==> src/rtl/sc_timing_gen.sv <==
// Sequence-count timing generator: a modulo/saturating step counter with one-hot
// timing decode, terminal count, wrap pulse, sticky illegal-load flag and instruction counter.
module sc_timing_gen #(
   parameter int WIDTH    = 3,
   parameter int DEPTH    = 8,
   parameter int SAT_MODE = 0,
   parameter int ICW      = 8
) (
   input  logic             clk,
   input  logic             rst,
   input  logic             rstsc,
   input  logic             inc,
   input  logic             ld,
   input  logic [WIDTH-1:0] ld_val,
   output logic [WIDTH-1:0] DATA_out,
   output logic [DEPTH-1:0] T_out,
   output logic             tc,
   output logic             wrap_pulse,
   output logic             err,
   output logic [ICW-1:0]   instr_cnt
);

   localparam logic [WIDTH-1:0] LAST    = WIDTH'(DEPTH - 1);
   // One extra bit so DEPTH == 2**WIDTH still compares correctly.
   localparam logic [WIDTH:0]   DEPTH_X = (WIDTH+1)'(DEPTH);

   logic [WIDTH-1:0] cnt_q, cnt_d;
   logic             wrap_q, wrap_d;
   logic             err_q, err_d;
   logic [ICW-1:0]   icnt_q, icnt_d;
   logic             ld_ok;

   assign ld_ok = ({1'b0, ld_val} < DEPTH_X);

   always_comb begin
      cnt_d  = cnt_q;
      wrap_d = 1'b0;
      err_d  = err_q;
      icnt_d = icnt_q;
      if (rstsc) begin
         cnt_d  = '0;
         icnt_d = icnt_q + 1'b1;
      end else if (ld) begin
         if (ld_ok) begin
            cnt_d = ld_val;
         end else begin
            err_d = 1'b1;
         end
      end else if (inc) begin
         if (cnt_q != LAST) begin
            cnt_d = cnt_q + 1'b1;
         end else if (SAT_MODE == 0) begin
            cnt_d  = '0;
            wrap_d = 1'b1;
         end
      end
   end

   always_ff @(posedge clk or posedge rst) begin
      if (rst) begin
         cnt_q  <= '0;
         wrap_q <= 1'b0;
         err_q  <= 1'b0;
         icnt_q <= '0;
      end else begin
         cnt_q  <= cnt_d;
         wrap_q <= wrap_d;
         err_q  <= err_d;
         icnt_q <= icnt_d;
      end
   end

   assign DATA_out   = cnt_q;
   assign T_out      = DEPTH'(1) << cnt_q;
   assign tc         = (cnt_q == LAST);
   assign wrap_pulse = wrap_q;
   assign err        = err_q;
   assign instr_cnt  = icnt_q;

endmodule

==> config.mk <==
export PLATFORM = sky130hd
export DESIGN_NAME = sc_timing_gen
export DESIGN_NICKNAME = d
export VERILOG_FILES = /design/src/rtl/sc_timing_gen.sv
export SDC_FILE = /design/constraint.sdc
export NUM_CORES = 1
export LEC_CHECK = 0
export CAP_MARGIN = 20
export CORE_ASPECT_RATIO = 0.75
export CORE_MARGIN = 2
export CORE_UTILIZATION = 36
export CTS_BUF_LIST = sky130_fd_sc_hd__clkbuf_16
export CTS_CLUSTER_SIZE = 24
export DETAILED_ROUTE_END_ITERATION = 7
export GPL_TIMING_DRIVEN = 1
export PLACE_DENSITY = 0.73
export SLEW_MARGIN = 20
export SYNTH_ARGS = -nofsm -noshare
export SYNTH_HDL_FRONTEND = slang
export SYNTH_SLANG_ARGS = --single-unit
export TNS_END_PERCENT = 50
==> constraint.sdc <==
create_clock -name clk -period 1.35 [get_ports clk]
set_clock_uncertainty 0.05 [all_clocks]
set_input_delay 0.2025 -clock clk [delete_from_list [all_inputs] [get_ports clk]]
set_output_delay 0.2025 -clock clk [all_outputs]
set_load 0.02 [all_outputs]
==> summary.txt, run 1 <==
Status
  • Status: finished, violations left
  • Failing checks: setup timing

STA
  • Max Freq: 656 MHz
  • # setup viols final: 11
  • RSZ-0062 raised after global routing: true
  • Final setup margin: -173 ps
  • Period utilization: 113%
  • Final Max Tran Viols: 0
  • Fin. Hold Viols: 0
  • Final worst path period need: 1520 ps
  • Hold Worst Slack: 233 ps
  • Setup TNS: -1100 ps

Drt
  • Total Routed Length: 1650 µm
  • Post-route ant nets: 0
  • Drt drc: 0
  • Vias/cell: 4.77
  • DR pass1 iterations: 3
  • Routed len/inst: 13.2 µm
  • Initial DRC Count: 1
  • Vias: 596

Pwr
  • Worst VDD drop: 1.35 mV
  • P_leak: 0.575 nW
  • Power consumption: 1.79 mW
  • Power per cell area: 1510 nW/µm²

CTS
  • Clock buffer depth: 2
  • Worst-Skew Late Latency: 240 ps
  • CTS tree: done
  • CTS sink count: 12
  • Clock root cell: clkbuf_16
  • H-tree depth: 1
  • CTS buffer count: 3
  • CTS clock-pin slew for the worst setup and hold paths: 40 ps
  • Hold buffers post-CTS: 0

Die
  • # IOs: 30
  • Die footprint: 2270 µm²
  • Die height: 41.7 µm
  • Core area: 1760 µm²
  • Cell row count: 13
  • Initial core utilization: 38.9%
  • Die Wd: 54.3 µm

Global routing
  • Number of global-route vias before repair: 611
  • Largest net degree at the start of global routing: 13
  • First-pass GRT wire length: 2850 µm
  • Initial antenna violation count: 0
  • Total grt overflow: 0
  • Global-route usage over all layers: 17.4%

Place
  • Placed inst area: 1070 µm²
  • PortBufs: 28
  • Setup WS pre-CTS: -338 ps
  • Gp weighted congestion: 0.728
  • Post-detail-place hpwl: 1230 µm

Logic synthesis
  • Post-Synth XOR/XNOR Area: 8.97%
  • Largest family of logic cells by synthesized area: simple AND/OR/NAND/NOR gates
  • Number of flops mapped to enable cells by yosys: 0
  • Flops & latches, synth: 12
  • Top-count cell post-synth: dfrtp_1
  • Commonest cells post-synth: dfrtp_1 (12), ha_1 (7), xnor2_1 (6), nand2_1 (5), inv_1 (4)
  • Synth Area in Compound Gates: 3.11%
  • Synthesized-area fraction occupied by adder cells: 12.8%
  • YS warnings: 0
  • Seq/Total Area, Yosys: 44.0%
  • Post-synth top flop: dfrtp_1
  • Synth Area in Simple Gates: 19.8%
  • Mapped Area: 683 µm²
  • Post-synth ARST share: 100%
  • Area share of the largest cell type after synthesis: 44.0%
  • Synthesized instance count: 63
  • Avg Inst Size Synth: 10.8 µm²
  • Largest cells by area after synthesis: dfrtp_1 (44%), ha_1 (13%), xnor2_1 (7.7%)
  • Syn nets: 78
  • Multiplexer share of the synthesized area: 4.76%
  • Area leader, netlist: dfrtp_1
  • Synth unique cells: 23

Worst setup path
  • Worst R2R End: DATA_out[2]
  • CP Launch Type: register
  • Worst Path Arrival: 1270 ps
  • RR Startpoint: DATA_out[1]
  • Crit Path Max Fanout: 4
  • R2r setup slk: -100 ps
  • Crit Path Category: register to primary output
  • CP Data Required Time: 1100 ps
  • Worst Setup End Kind: primary output
  • FF-to-FF path depth: 5

Hold path
  • Hold crit path type: primary input to asynchronous set/reset pin

Layout
  • Share of cells above drive strength 1: 42.7%
  • Final instance area: 1180 µm²
  • Layout Nets: 119
  • Inserted Diodes: 0
  • Area grow syn2layout: 73.4%

Flow run
  • Maxcap violations: 0
timing repair:
action                     4_1_cts  5_1_grt
setup endpoints to repair       24       14
gates resized for setup         67       14
setup buffers                    2        0
pin swaps                        2        1
through the flow:
stage | cells | utilization [%]
detailed placement | 119 | 61.1
floorplan | 63 | -
global placement | 119 | 61.1
finish | 125 | 67.5
global route | 125 | 67.5
CTS | 125 | 65.9
cell families after synthesis:
kind of cell / count (synthesis)
flip-flops: 12
buffers and inverters: 7
AND/OR/NAND/NOR: 23
AO/OA/AOI/OAI: 3
adder cells (fa/ha/maj): 7
XOR/XNOR: 7
multiplexers: 3
other: 1
power by group:
part | internal (mW) | switching (mW) | leakage, nW
clock network | 0.388 | 0.141 | 0.0423
logic | 0.336 | 0.358 | 0.384
registers | 0.468 | 0.0957 | 0.149
registers in the layout, indices dropped and copies added (netlist names):
| name | cells |
|---|---|
| DATA_out | 3 |
| wrap_pulse | 1 |
| instr_cnt | 8 |
layer usage:
metal / track usage, % / wire length [µm]
met1: 22.1 / 734
met2: 28.2 / 818
met3: 4.32 / 79
met4: 6.00 / 13
met5: 0 / 0
worst max-delay path by stage:
stage | startpoint | end | slack (ps) | cells after the start
final | DATA_out[1] | T_out[3] | -170 | 4
after detailed placement | DATA_out[1] | T_out[0] | -340 | 4
after CTS | DATA_out[0] | T_out[3] | -170 | 4
after global routing | DATA_out[1] | T_out[3] | -210 | 4
after floorplan | DATA_out[0] | DATA_out[2] | -30 | 4
after global placement | DATA_out[1] | T_out[5] | -310 | 4
critical path, cell delays in order (launching register included):
cell and delay (ps):
dfrtp_2 450, ha_4 190, buf_4 130, ha_4 140, buf_6 120
cells in the final DEF (no fill, tap or decap), drive strengths merged:
cell           netlist  routed
a211o                1       1
a211oi               1       1
a21oi                1       1
and2                 3       3
and2b                2       2
and3                 2       2
buf                  3      22
clkbuf               0       3
clkdlybuf4s50        0       7
conb                 1       1
dfrtp               12      12
dlygate4sd2          0      10
ha                   7       7
inv                  4       5
mux2                 2       2
mux2i                1       1
nand2                5       5
nand4                3       3
nor2                 3       3
nor2b                3       3
nor3                 2       2
xnor2                6       6
xor2                 1       1
layout make-up:
type	instances	area, µm²
clock inverter	1	3.75
fill	144	572
timing repair buffer	39	352
clock buffer	3	75.1
sequential	12	304
inverter	4	15.0
tap	22	27.5
multi-input combinational	44	408
No activity file was read; power rests on OpenSTA's default activity.
==> run 2, diff against run 1 <==
CORE_UTILIZATION = 35   (was 36)
HOLD_SLACK_MARGIN = 0.12   (was unset)
PLACE_DENSITY = 0.71   (was 0.73)
==> summary.txt, run 2 (synthesis gave the netlist of run 1 again) <==
CTS
  • CTS buffer count: 3 (unchanged)
  • CTS tree: done
  • CTS clock-pin slew for the worst setup and hold paths: 40 ps (about the same)
  • Clock root cell: clkbuf_16
  • Clock buffer depth: 2 (unchanged)
  • CTS sink count: 12 (unchanged)
  • Worst-Skew Late Latency: 240 ps (about the same)
  • H-tree depth: 1 (unchanged)
  • Hold buffers post-CTS: 0 (unchanged)

Worst setup path
  • CP Data Required Time: 1100 ps (about the same)
  • FF-to-FF path depth: 4 (-1)
  • R2r setup slk: -80 ps (+20 ps)
  • Worst Setup End Kind: primary output
  • Crit Path Max Fanout: 4 (unchanged)
  • Worst Path Arrival: 1230 ps (-40 ps)
  • RR Startpoint: DATA_out[0]
  • Crit Path Category: register to primary output
  • CP Launch Type: register
  • Worst R2R End: DATA_out[2]

Status
  • Status: finished, violations left
  • Failing checks: setup timing

Layout
  • Layout filler cell count: 140 (-2.8%)
  • Commonest cells after routing, fill and taps aside: dlygate4sd2_1 (10), buf_4 (10), dfrtp_1 (9), buf_6 (9), clkdlybuf4s50_1 (7)
  • Max FFs per register: 8 (unchanged)
  • Inserted Diodes: 0 (unchanged)
  • Area grow syn2layout: 78.9%
  • Layout Nets: 118 (-0.84%)
  • Fin cells: 124 (-0.80%)
  • Final instance area: 1220 µm² (+3.2%)
  • Share of cells above drive strength 1: 46.1% (+3.4 points)

Die
  • Die footprint: 2320 µm² (+2.6%)
  • Cell row count: 13 (unchanged)
  • Die Wd: 55.0 µm (+1.3%)
  • Core area: 1790 µm² (+1.9%)
  • Die height: 42.3 µm (+1.3%)
  • # IOs: 30 (unchanged)
  • Initial core utilization: 38.2% (-0.71 points)

Hold path
  • Hold crit path type: primary input to asynchronous set/reset pin

Pwr
  • Power consumption: 1.84 mW (+3.2%)
  • Power per cell area: 1510 nW/µm² (about the same)
  • Worst VDD drop: 1.18 mV (-12%)
  • P_leak: 0.584 nW (+1.6%)

Global routing
  • Global-route usage over all layers: 17.2% (-0.25 points)
  • Total grt overflow: 0 (unchanged)
  • First-pass GRT wire length: 2780 µm (-2.4%)
  • Number of global-route vias before repair: 605 (-0.98%)
  • Largest net degree at the start of global routing: 13 (unchanged)
  • Initial antenna violation count: 0 (unchanged)

STA
  • # setup viols final: 12 (+1)
  • Fin. Hold Viols: 0 (unchanged)
  • RSZ-0062 raised after global routing: true
  • Max Freq: 676 MHz (+3.0%)
  • Period utilization: 110% (-3.3 points)
  • Final worst path period need: 1480 ps (-43.9 ps)
  • Final Max Tran Viols: 0 (unchanged)
  • Final setup margin: -129 ps (+43.9 ps)

Drt
  • DR pass1 iterations: 4 (+1)
  • Total Routed Length: 1740 µm (+5.8%)
  • Vias: 583 (-2.2%)
  • Vias/cell: 4.70 (-1.4%)
  • Initial DRC Count: 2 (+1)
  • Routed len/inst: 14.0 µm (+6.7%)
  • Drt drc: 0 (unchanged)
  • Post-route ant nets: 0 (unchanged)

Place
  • Setup WS pre-CTS: -324 ps (+13.9 ps)
  • Post-detail-place hpwl: 1260 µm (+3.1%)
  • Gp weighted congestion: 0.729 (about the same)
  • Post-placement cell count: 120 (+0.84%)
  • PortBufs: 28 (unchanged)
  • Placed inst area: 1080 µm² (+0.70%)

Flow run
  • Maxcap violations: 0 (unchanged)
[run 2: cell count changes in the layout (fill, tap and decap cells not counted), moves of 2 or more]
cell / previous run / this run
ha_2: 2 / 0
ha_4: 4 / 6
inv_2: 2 / 0
inv_4: 0 / 2
[run 2: worst max-delay path: stages (launching register included)]
cell and delay [ps]:
dfrtp_2 470, ha_4 210, ha_4 170, buf_6 130
[run 2: cell type report]
type                            count  area, µm²  share of cell area, %
Multi-Input combinational cell     44        448                   36.6
Clock inverter                      1       3.75                  0.307
Timing Repair Buffer               38        344                   28.1
Tap cell                           22       27.5                   2.25
Sequential cell                    12        304                   24.9
Inverter                            4       20.0                   1.64
Clock buffer                        3       75.1                   6.14
[run 2: metal layers]
layer | up-vias | track usage, % | share of wire [%]
met3 | 2 | 5.36 | 4.0
met2 | 18 | 28.1 | 52
met1 | 281 | 20.2 | 42
met5 | - | 0 | 0
li1 | 282 | - | -
met4 | 0 | 7.32 | 1.2
[run 2: worst max-delay path by stage]
stage                startpoint     endpoint
CTS                 DATA_out[0]           tc
detailed placement  DATA_out[1]     T_out[0]
global placement    DATA_out[1]     T_out[5]
finish              DATA_out[0]           tc
floorplan           DATA_out[0]  DATA_out[2]
global route        DATA_out[0]     T_out[0]
[run 2: what timing repair did]
item,CTS,global route
endpoints found under the setup margin,24,14
setup buffers,0,0
gates resized for setup,67,22
pin swaps,1,3
[run 2: per-stage QoR]
stage,hold slack [ps],setup TNS (ps),util (%)
after floorplan,17.0,-41.4,-
after global placement,414,-2350,60.4
after detailed placement,419,-2650,60.4
after CTS,250,-980,64.1
after global routing,296,-1630,68.3
final,240,-1150,68.3
[run 2: power breakdown]
| group | switching (mW) | internal (mW) |
|---|---|---|
| logic | 0.387 | 0.367 |
| clock network | 0.145 | 0.389 |
| registers | 0.0882 | 0.468 |
| total | 0.620 | 1.22 |
